[config.mk]
export PLATFORM = sky130hd
export DESIGN_NAME = ndma_wr_feeder
export DESIGN_NICKNAME = d
export VERILOG_FILES = /design/src/rtl/ndma_wr_feeder.sv
export SDC_FILE = /design/constraint.sdc
export NUM_CORES = 1
export LEC_CHECK = 0
export CORE_MARGIN = 2
export CORE_UTILIZATION = 60
export CTS_BUF_LIST = sky130_fd_sc_hd__clkbuf_8
export DETAILED_ROUTE_END_ITERATION = 10
export PLACE_DENSITY = 0.87
export SYNTH_ARGS = -nofsm -noshare
export SYNTH_HDL_FRONTEND = slang
export SYNTH_SLANG_ARGS = --single-unit
[constraint.sdc]
create_clock -name clk_i -period 9.05 [get_ports clk_i]
set_input_delay 1.81 -clock clk_i [delete_from_list [all_inputs] [get_ports clk_i]]
set_output_delay 1.81 -clock clk_i [all_outputs]
set_load 0.02 [all_outputs]
[src/rtl/ndma_wr_feeder.sv]
// ndma_wr_feeder: buffers read-side data words in a small FIFO and feeds them,
// one write at a time, to the DMA OBI write manager with incrementing
// destination addresses. Counts write responses and pulses done at the end.
//
// Handshakes:
//  - Read side: a word moves when rd_valid_i & rd_ready_o are both high on a
//    rising edge. rd_ready_o depends only on registered state, never on
//    rd_valid_i.
//  - Write side: wr_req_o is a single-cycle request; the manager answers with
//    exactly one wr_ack_i pulse. Only one write is outstanding at a time, and
//    no request is raised in a cycle where wr_ack_i is high.
module ndma_wr_feeder #(
  parameter int DEPTH = 4,
  parameter int AW    = 32,
  parameter int DW    = 32
) (
  input  logic                     clk_i,
  input  logic                     rst_i,
  input  logic                     start_i,
  input  logic [AW-1:0]            dst_addr_i,
  input  logic [15:0]              len_i,
  output logic                     busy_o,
  output logic                     done_o,
  input  logic                     rd_valid_i,
  input  logic [DW-1:0]            rd_data_i,
  output logic                     rd_ready_o,
  output logic                     wr_req_o,
  output logic [AW-1:0]            wr_addr_o,
  output logic [DW-1:0]            wr_data_o,
  input  logic                     wr_ack_i,
  output logic [$clog2(DEPTH):0]   level_o,
  output logic [1:0]               state_o
);

  localparam int PW = $clog2(DEPTH);
  localparam int LW = PW + 1;
  localparam logic [AW-1:0] STEP = AW'(DW / 8);

  typedef enum logic [1:0] {
    IDLE = 2'd0,
    RUN  = 2'd1,
    DONE = 2'd2
  } state_t;

  state_t          state_q, state_d;
  logic [AW-1:0]   cur_addr_q;
  logic [15:0]     len_q;
  logic [15:0]     push_cnt_q;
  logic [15:0]     ack_cnt_q;
  logic            outstanding_q;
  logic            zero_done_q;
  logic [DW-1:0]   mem_q [DEPTH];
  logic [PW-1:0]   wr_ptr_q, rd_ptr_q;
  logic [LW-1:0]   level_q;

  logic start_go;
  logic start_zero;
  logic full;
  logic push;
  logic pop;
  logic ack_take;

  // Next-state logic; a zero-length start only produces a done pulse.
  always_comb begin
    state_d    = state_q;
    start_go   = 1'b0;
    start_zero = 1'b0;
    unique case (state_q)
      IDLE: begin
        if (start_i) begin
          if (len_i != 16'd0) begin
            start_go = 1'b1;
            state_d  = RUN;
          end else begin
            start_zero = 1'b1;
          end
        end
      end
      RUN: begin
        if (ack_take && (ack_cnt_q == len_q - 16'd1)) state_d = DONE;
      end
      DONE:    state_d = IDLE;
      default: state_d = IDLE;
    endcase
  end

  // Datapath strobes and outputs, all derived from registered state.
  always_comb begin
    full       = (level_q == LW'(DEPTH));
    rd_ready_o = (state_q == RUN) && !full && (push_cnt_q < len_q);
    push       = rd_valid_i && rd_ready_o;
    pop        = (state_q == RUN) && (level_q != '0) && !outstanding_q && !wr_ack_i;
    ack_take   = wr_ack_i && outstanding_q;
    wr_req_o   = pop;
    wr_addr_o  = pop ? cur_addr_q : '0;
    wr_data_o  = pop ? mem_q[rd_ptr_q] : '0;
    busy_o     = (state_q == RUN) || (state_q == DONE);
    done_o     = (state_q == DONE) || zero_done_q;
    level_o    = level_q;
    state_o    = state_q;
  end

  // State register and the zero-length done pulse.
  always_ff @(posedge clk_i or posedge rst_i) begin
    if (rst_i) begin
      state_q     <= IDLE;
      zero_done_q <= 1'b0;
    end else begin
      state_q     <= state_d;
      zero_done_q <= start_zero;
    end
  end

  // Transfer counters, destination address and outstanding-write flag.
  always_ff @(posedge clk_i or posedge rst_i) begin
    if (rst_i) begin
      len_q         <= '0;
      push_cnt_q    <= '0;
      ack_cnt_q     <= '0;
      cur_addr_q    <= '0;
      outstanding_q <= 1'b0;
    end else if (start_go) begin
      len_q         <= len_i;
      push_cnt_q    <= '0;
      ack_cnt_q     <= '0;
      cur_addr_q    <= dst_addr_i;
      outstanding_q <= 1'b0;
    end else begin
      if (push) push_cnt_q <= push_cnt_q + 16'd1;
      if (pop) begin
        outstanding_q <= 1'b1;
      end else if (ack_take) begin
        outstanding_q <= 1'b0;
        ack_cnt_q     <= ack_cnt_q + 16'd1;
        cur_addr_q    <= cur_addr_q + STEP;
      end
    end
  end

  // FIFO pointers and occupancy; push and pop in one cycle keep the level.
  always_ff @(posedge clk_i or posedge rst_i) begin
    if (rst_i) begin
      wr_ptr_q <= '0;
      rd_ptr_q <= '0;
      level_q  <= '0;
    end else if (start_go) begin
      wr_ptr_q <= '0;
      rd_ptr_q <= '0;
      level_q  <= '0;
    end else begin
      if (push) wr_ptr_q <= wr_ptr_q + PW'(1);
      if (pop)  rd_ptr_q <= rd_ptr_q + PW'(1);
      unique case ({push, pop})
        2'b10:   level_q <= level_q + LW'(1);
        2'b01:   level_q <= level_q - LW'(1);
        default: level_q <= level_q;
      endcase
    end
  end

  // FIFO storage; contents are don't-care while the level says empty.
  always_ff @(posedge clk_i) begin
    if (push) mem_q[wr_ptr_q] <= rd_data_i;
  end

endmodule

### Word level (Yosys, flattened, before mapping)

Memory sizes are Yosys's and may differ from the RTL's.
Cells that the tools add are included.

| storage, ports and cells | value |
|---|---|
| bits in registers | 91 |
| bits in writable memories | 128 |
| input bits | 85 |
| output and inout port bits | 73 |
| memories kept | 1 |

| operators by class | value |
|---|---|
| $add $sub $neg | 8 |
| $lt $le $gt $ge | 1 |
| eq/ne operators | 10 |
| mux-type cells | 31 |
| reduce and logical (&&, ||, !) cells | 23 |

Memories:

| name | depth | bits a word | rd ports | clocked after Yosys merged registers in | write ports | line | source |
|---|---|---|---|---|---|---|---|
| mem_q | 4 | 32 | 1 | 0 | 1 | 52 | `logic [DW-1:0] mem_q [DEPTH];` |

Operators by type and width:

| operator | count |
|---|---|
| 2-to-1 mux 32 bit | 5 |
| 2-to-1 mux 16 bit | 5 |
| adder 16 x 1 -> 16 bit, second input constant | 2 |
| adder 32 x 3 -> 32 bit, second input constant | 1 |
| == test 16 bit | 1 |
| < comparator 16 bit | 1 |
| nonzero test 16 bit | 1 |
| subtractor 16 x 1 -> 16 bit, second input constant | 1 |
| 2-to-1 mux 2 bit | 7 |
| 2-to-1 mux 1 bit | 11 |
| nonzero test 3 bit | 3 |
| logical AND 1 bit | 8 |
| inequality test 2 bit, second input constant | 4 |
| case mux 3 bit (2 select lines) | 1 |
| nonzero test 2 bit | 3 |
| adder 2 x 1 -> 2 bit, second input constant | 2 |
| == test 2 x 1 -> 1 bit, second input constant | 2 |
| == test 2 bit, second input constant | 2 |
| case mux 2 bit (2 select lines) | 1 |
| adder 3 x 1 -> 3 bit, second input constant | 1 |
| == test 3 bit, second input constant | 1 |
| logical NOT 1 bit | 3 |
| 2-to-1 mux 3 bit | 1 |
| AND reduction 3 bit | 1 |
| other kinds (4) | 5 |

### Longest topological paths before layout

Gate-level depths: netlist (run 1).

| depth | value |
|---|---|
| word-level depth | 8 |
| mapped depth | 12 |
| gate-level depth less buffers | 11 |

### Worst setup path after synthesis (run 1)

Ideal clock, no wire load.

| path | value |
|---|---|
| kind | input -> output |
| start | input port wr_ack_i |
| end | output port wr_addr_o[11] |
| data arrival time | 2.956 ns |
| data required time | 7.240 ns |
| setup slack | 4.284 ns |
| stages | 6 |
| cell sequence | nor2_1 -> o311ai_1 -> inv_1 -> clkbuf_1 -> clkbuf_1 -> and2_1 |

| on the way | value |
|---|---|
| word-level cells in the longest chain between the ends | 3 |

RTL lines:

| element | line | source |
|---|---|---|
| from (decl) | 30 | `input logic wr_ack_i,` |
| logical NOT 1 bit | 92 | `pop = (state_q == RUN) && (level_q != '0) && !outstanding_q && !wr_ack_i;` |
| logical AND 1 bit | 92 |  |
| 2-to-1 mux 32 bit | 95 | `wr_addr_o = pop ? cur_addr_q : '0;` |
| to (decl) | 28 | `output logic [AW-1:0] wr_addr_o,` |

No other way between the ends.

### Final worst setup path (run 1)

| path | value |
|---|---|
| start | input port wr_ack_i |
| end | output port wr_data_o[9] |

| on the way | value |
|---|---|
| word-level cells in the longest chain between the ends | 3 |

RTL lines:

| element | line | source |
|---|---|---|
| logical NOT 1 bit | 92 |  |
| logical AND 1 bit | 92 |  |
| 2-to-1 mux 32 bit | 96 | `wr_data_o = pop ? mem_q[rd_ptr_q] : '0;` |
| to (decl) | 29 | `output logic [DW-1:0] wr_data_o,` |

No other way between the ends.

==> impl_metrics.py, run 1 <==
metrics = {
    "outcome": {
        "status": "finished clean",
    },
    "clock_network": {
        "clk_pin_slew_ns": 0.06,
        "cts_resized": 0,
        "cts.sinks": 219,
        "cts_buffer_depth": 3,
        "clk_latency_ns": 0.52,
        "cts_setup_buffers": 0,
        "cts_hold_buf": 0,
        "htree_levels": 2,
        "cts-root-buf": "clkbuf_8",
        "cts_buffers": 38,
        "cts_tree": "done",
    },
    "floorplan": {
        "core-area_sq_mm": 0.0173,
        "fp.dieW_microns": 137,
        "die-area_sq_mm": 0.0188,
        "row_count": 48,
        "start_util": 0.616,
        "pin_count": 158,
        "die_h_microns": 137,
    },
    "flow_run": {
        "max_cap_viol_count": 0,
    },
    "logic_synthesis": {
        "synth_seq_cells": 219,
        "synth_cells": 883,
        "synth_fp_nets": 996,
        "synth.area.top_cells": "edfxtp_1, dfrtp_1, mux4_2",
        "synth_commonest_cells": "edfxtp_1, nand2_1, dfrtp_1, and2_1, nor2_1",
        "yosysWarnings": 0,
        "synth_compound_area_frac": 0.0741,
        "netlist_area_sq_mm": 0.0106,
        "synth_top_area_cell": "edfxtp_1",
        "synthFlopType": "edfxtp_1",
        "synthAdderAreaFrac": 0.0336,
        "synth.most_common_cell": "edfxtp_1",
        "synth-xor-area-share": 0.0526,
        "synth_cell_types": 62,
        "synthMuxAreaShare": 0.0753,
        "avgSynthCellArea_sq_um": 12.1,
        "synth_top_family_by_area": "simple AND/OR/NAND/NOR gates",
        "synth-edff-count": 128,
        "synthArstFlopShare": 0.416,
        "synth_seq_area_share": 0.575,
        "synth_top_area_share": 0.361,
        "yosys.area_share.simple": 0.163,
    },
    "worst_hold_path": {
        "min-delay-start": "cur_addr_q[1]",
        "hold-path-endpoint": "cur_addr_q[1]",
        "min-delay-path-class": "reg2reg",
        "hold_depth": 2,
    },
    "drt": {
        "detail_route.wl_per_cell_microns": 19.5,
        "firstDrtPassIters": 5,
        "viasPerCell": 5.89,
        "drtIter0Drc": 704,
        "wl_microns": 25300,
        "drc_errors": 0,
        "ant_nets": 0,
        "num_vias": 7647,
    },
    "critical_path": {
        "start_kind": "input pin",
        "ff2ff_path_depth": 11,
        "cp-end-kind": "output port",
        "path_class": "in2out",
        "critPathRequiredTime_ns": 7.24,
        "rrSetupSlack_ns": 5.39,
        "crit_path_start": "wr_ack_i",
        "cp.arrival_ns": 4.15,
        "reg2reg_from": "len_q[9]",
        "worst-path-max-fanout": 65,
        "rr_endpoint": "level_o[2]",
    },
    "pwr": {
        "pwr-share-clk": 0.248,
        "p_sw_w": 0.00114,
        "leakagePower_nw": 4.96,
        "sw_frac_of_total": 0.347,
        "comb_power_share": 0.316,
        "total_power_w": 0.00327,
        "seq_power_share": 0.435,
        "power.density_mw_per_mm2": 250,
        "intPower_w": 0.00213,
        "ir_drop_uv": 201,
    },
    "timing": {
        "timing.setup.tns_ns": 0,
        "period_minus_slack_ns": 5.96,
        "hold_viol": 0,
        "final-setup-viol-count": 0,
        "clock.fmax_mhz": 168,
        "period_share": 0.658,
        "timing.final.max_slew_violations": 0,
        "worst_pin_slew_ns": 1.13,
        "fin_worst_skew_ns": 0.0215,
        "slew_headroom": 0.249,
        "grt_setup_unrepaired": "false",
    },
    "grt": {
        "grt_pass1_wl_microns": 39900,
        "grt_max_degree": 123,
        "grt_pass1_vias": 7566,
        "grt_usage": 0.278,
        "antenna_found_initial": 0,
        "grt_overflow": 0,
    },
    "place": {
        "gp_congestion": 0.936,
        "dp.cells": 1235,
        "dp_hpwl_microns": 16900,
        "placed_area_sq_mm": 0.0124,
        "io_buffers": 157,
    },
    "final_layout": {
        "layout.nets": 1163,
        "num_antenna_cells": 0,
        "layout-drive-gt1-share": 0.0960,
        "fin_cells": 1298,
        "syn2layout_area_growth_pct": 23.1,
        "design_area_sq_mm": 0.0131,
    },
}
## logic make-up (layout without fill, tap and decap cells)
family | Yosys count | after routing
XOR/XNOR | 64 | 64
AND/OR/NAND/NOR | 332 | 332
AO/OA/AOI/OAI | 128 | 128
flip-flops | 219 | 219
multiplexers | 40 | 40
adder cells (fa/ha/maj) | 28 | 28
buffers and inverters | 72 | 262
## worst max-delay path: stages
cell and delay (ns):
clkdlybuf4s50_1 0.49, nor2_1 0.12, o311ai_1 0.25, inv_1 0.11
buf_4 0.46, and2_1 0.24, clkdlybuf4s50_1 0.64
## how the worst max path moves through the flow
stage | end | slack, ns | cells past startpoint
CTS | wr_data_o[9] | 3.08 | 7
detailed placement | wr_data_o[9] | 3.10 | 7
global route | wr_data_o[9] | 2.86 | 7
floorplan | wr_addr_o[11] | 4.28 | 6
finish | wr_data_o[9] | 3.09 | 7
global placement | wr_addr_o[28] | 3.20 | 7
## power groups by stage
stage          logic [W]  clock network, W  registers, W
4_1_cts          0.00104          0.000828       0.00142
3_5_place_dp     0.00102                 0       0.00143
5_1_grt          0.00114          0.000871       0.00144
6_report         0.00103          0.000812       0.00142
2_1_floorplan   0.000710                 0       0.00139
3_3_place_gp    0.000993                 0       0.00143
## cells in the final DEF, fill, tap and decap left out, types with 12 or more instances in the layout
cell type / netlist / final
ha_1: 27 / 27
edfxtp_1: 128 / 128
and3_1: 18 / 18
dfrtp_1: 91 / 90
clkbuf_8: 0 / 43
xnor2_1: 35 / 35
o21ai_1: 12 / 12
o21ai_0: 46 / 46
clkdlybuf4s50_1: 0 / 157
or3_1: 13 / 13
mux4_2: 32 / 32
nor2_1: 48 / 48
nand3_1: 15 / 15
inv_1: 32 / 40
nand2_1: 100 / 100
nand4_1: 17 / 17
a21oi_1: 26 / 26
and2_1: 70 / 70
xor2_1: 29 / 29
## per-stage QoR
step                      hold WS, ns   util  worst slack, ns
final                           0.517  0.758             3.09
after floorplan                 0.437      -             4.28
after detailed placement        0.519  0.718             3.10
after CTS                       0.534  0.758             3.08
after global placement          0.490  0.718             3.20
after global routing            0.544  0.758             2.86
## area by class of cell
type / count / area, sq um
clock inverter: 20 / 90.1
sequential: 219 / 6120
fill: 1070 / 4190
tap: 225 / 282
timing repair buffer: 166 / 1640
inverter: 33 / 125
clock buffer: 43 / 592
multi-input combinational: 592 / 4250
## state kept, by name (all words and copies together), names as in the netlist
name,cells
push_cnt_q,16
rd_ptr_q,2
ack_cnt_q,16
mem_q,128
state_o,2
level_o,3
zero_done_q,1
len_q,16
cur_addr_q,32
outstanding_q,1
wr_ptr_q,2
## per-layer routing
layer | vias to the layer above | part of all wire | global-route usage
li1 | 3538 | - | -
met1 | 3708 | 0.41 | 0.368
met2 | 331 | 0.48 | 0.454
met3 | 70 | 0.077 | 0.0618
met4 | 0 | 0.033 | 0.103
met5 | - | 0 | 0
(Power assumes the default switching activity.)
==> inputs of run 2 (changes only) <==
--- a/config.mk
+++ b/config.mk
@@ -6,10 +6,10 @@
 export NUM_CORES = 1
 export LEC_CHECK = 0
 export CORE_MARGIN = 2
-export CORE_UTILIZATION = 60
+export CORE_UTILIZATION = 56
 export CTS_BUF_LIST = sky130_fd_sc_hd__clkbuf_8
 export DETAILED_ROUTE_END_ITERATION = 10
-export PLACE_DENSITY = 0.87
+export PLACE_DENSITY = 0.82
 export SYNTH_ARGS = -nofsm -noshare
 export SYNTH_HDL_FRONTEND = slang
 export SYNTH_SLANG_ARGS = --single-unit
==> constraint.sdc (replaced) <==
create_clock -name clk_i -period 6 [get_ports clk_i]
set_input_delay 1.2 -clock clk_i [delete_from_list [all_inputs] [get_ports clk_i]]
set_output_delay 1.2 -clock clk_i [all_outputs]
set_load 0.02 [all_outputs]
==> run 2 against run 1 <==
Effect of this change: sequential power grew 53%; clock skew grew 0.017 ns; register-to-register slack lost 2.6 ns; die area grew 6.9%; count of clock-buffer cells in the layout shrank 3; design area grew 0.19%; highest routed layer unchanged; largest power group unchanged; global-route usage shrank 3.0 points.
==> impl_metrics.py, run 2 (same netlist as run 1, synthesis figures left out) <==
metrics = {
    "clock_network": {
        "htree_levels": 2,
        "clk_pin_slew_ns": 0.05,
        "clk_latency_ns": 0.56,
        "cts_tree": "done",
        "cts_buffer_depth": 3,
        "cts_setup_buffers": 0,
        "cts.sinks": 219,
        "cts-root-buf": "clkbuf_8",
        "cts_buffers": 37,
        "cts_resized": 0,
        "cts_hold_buf": 0,
    },
    "floorplan": {
        "die_h_microns": 142,
        "pin_count": 158,
        "row_count": 50,
        "start_util": 0.569,
        "core-area_sq_mm": 0.0187,
        "fp.dieW_microns": 142,
        "die-area_sq_mm": 0.0201,
    },
    "pwr": {
        "comb_power_share": 0.312,
        "pwr-share-clk": 0.250,
        "sw_frac_of_total": 0.353,
        "ir_drop_uv": 229,
        "intPower_w": 0.00319,
        "seq_power_share": 0.439,
        "p_sw_w": 0.00174,
        "leakagePower_nw": 4.99,
        "power.density_mw_per_mm2": 376,
    },
    "timing": {
        "period_share": 0.819,
        "worst_pin_slew_ns": 1.00,
        "period_minus_slack_ns": 4.91,
        "timing.final.max_slew_violations": 0,
        "timing.setup.tns_ns": 0,
        "clock.fmax_mhz": 204,
        "fin_worst_skew_ns": 0.0381,
        "slew_headroom": 0.323,
        "final-setup-viol-count": 0,
        "hold_viol": 0,
        "grt_setup_unrepaired": "false",
    },
    "worst_hold_path": {
        "hold_depth": 2,
        "min-delay-path-class": "reg2reg",
    },
    "place": {
        "dp.cells": 1244,
        "gp_congestion": 0.961,
        "dp_hpwl_microns": 16300,
        "io_buffers": 157,
    },
    "drt": {
        "wl_microns": 24200,
        "firstDrtPassIters": 5,
        "drtIter0Drc": 462,
        "drc_errors": 0,
        "num_vias": 7442,
        "detail_route.wl_per_cell_microns": 18.5,
        "viasPerCell": 5.69,
        "ant_nets": 0,
    },
    "critical_path": {
        "path_class": "in2out",
        "ff2ff_path_depth": 12,
        "worst-path-max-fanout": 50,
        "cp.arrival_ns": 3.71,
        "start_kind": "input pin",
        "critPathRequiredTime_ns": 4.80,
        "cp-end-kind": "output port",
    },
    "grt": {
        "antenna_found_initial": 0,
        "grt_overflow": 0,
        "grt_pass1_wl_microns": 39100,
        "grt_usage": 0.248,
        "grt_pass1_vias": 7612,
        "grt_max_degree": 68,
    },
    "final_layout": {
        "layout.nets": 1162,
        "layout-drive-gt1-share": 0.0940,
        "largest_reg_flops": 128,
        "mostFrequentLayoutCells": "clkdlybuf4s50_1, edfxtp_1, nand2_1, dfrtp_1, and2_1",
        "syn2layout_area_growth_pct": 23.3,
        "final_common_cell": "clkdlybuf4s50_1",
        "fin_cells": 1308,
        "reg.largest.list": "mem_q x128, cur_addr_q x32",
        "fillers": 1309,
        "num_antenna_cells": 0,
        "regMostFlops": "mem_q",
    },
    "outcome": {
        "status": "finished clean",
    },
    "flow_run": {
        "max_cap_viol_count": 0,
    },
}
[run 2: metrics by stage]
step | area [sq um] | setup WS (ns) | power, W | hold slack, ns | util
6_report | 13100 | 1.09 | 0.00494 | 0.471 | 0.702
5_1_grt | 13100 | 0.885 | 0.00523 | 0.521 | 0.702
4_1_cts | 13100 | 1.05 | 0.00496 | 0.472 | 0.702
3_5_place_dp | 12400 | 1.07 | 0.00371 | 0.459 | 0.665
3_3_place_gp | 12400 | 1.21 | 0.00366 | 0.449 | 0.665
2_1_floorplan | 10600 | 2.39 | 0.00316 | 0.437 | -
[run 2: critical path, stage by stage]
cell	delay [ns]
clkdlybuf4s50_1	0.48
nor2_1	0.11
o311ai_1	0.28
inv_1	0.55
buf_12	0.27
and2_1	0.17
clkdlybuf4s50_1	0.63
[run 2: power by group through the flow]
| stage | clock network (W) | logic, W | registers [W] |
|---|---|---|---|
| after floorplan | 0 | 0.00107 | 0.00209 |
| after global placement | 0 | 0.00148 | 0.00218 |
| after detailed placement | 0 | 0.00153 | 0.00219 |
| after CTS | 0.00125 | 0.00154 | 0.00216 |
| after global routing | 0.00132 | 0.00171 | 0.00221 |
| final | 0.00123 | 0.00154 | 0.00217 |
[run 2: worst paths after layout]
| kind | end | start | slack, ns |
|---|---|---|---|
| max | wr_data_o[4] | wr_ack_i | 1.09 |
| min | cur_addr_q[1] | cur_addr_q[1] | 0.47 |
| max reg2reg | level_o[2] | len_q[9] | 2.75 |
| min reg2reg | cur_addr_q[1] | cur_addr_q[1] | 0.47 |
| max in group asynchronous | ack_cnt_q[10] | rst_i | 3.77 |
| min in group asynchronous | push_cnt_q[1] | rst_i | 1.09 |
[run 2: routing by layer]
layer	wire [microns]	part of all wire	GRT usage
met1	10100	0.42	0.327
met2	11900	0.49	0.415
met3	1580	0.065	0.0567
met4	556	0.023	0.0747
met5	0	0	0
[run 2: final cells by class]
class	count	area, sq um	share of cell area
Sequential cell	219	6120	0.466
Multi-Input combinational cell	592	4250	0.324
Timing Repair Buffer	166	1650	0.126
Clock buffer	40	551	0.0419
Tap cell	234	293	0.0223
Clock inverter	24	131	0.0100
Inverter	33	125	0.00953
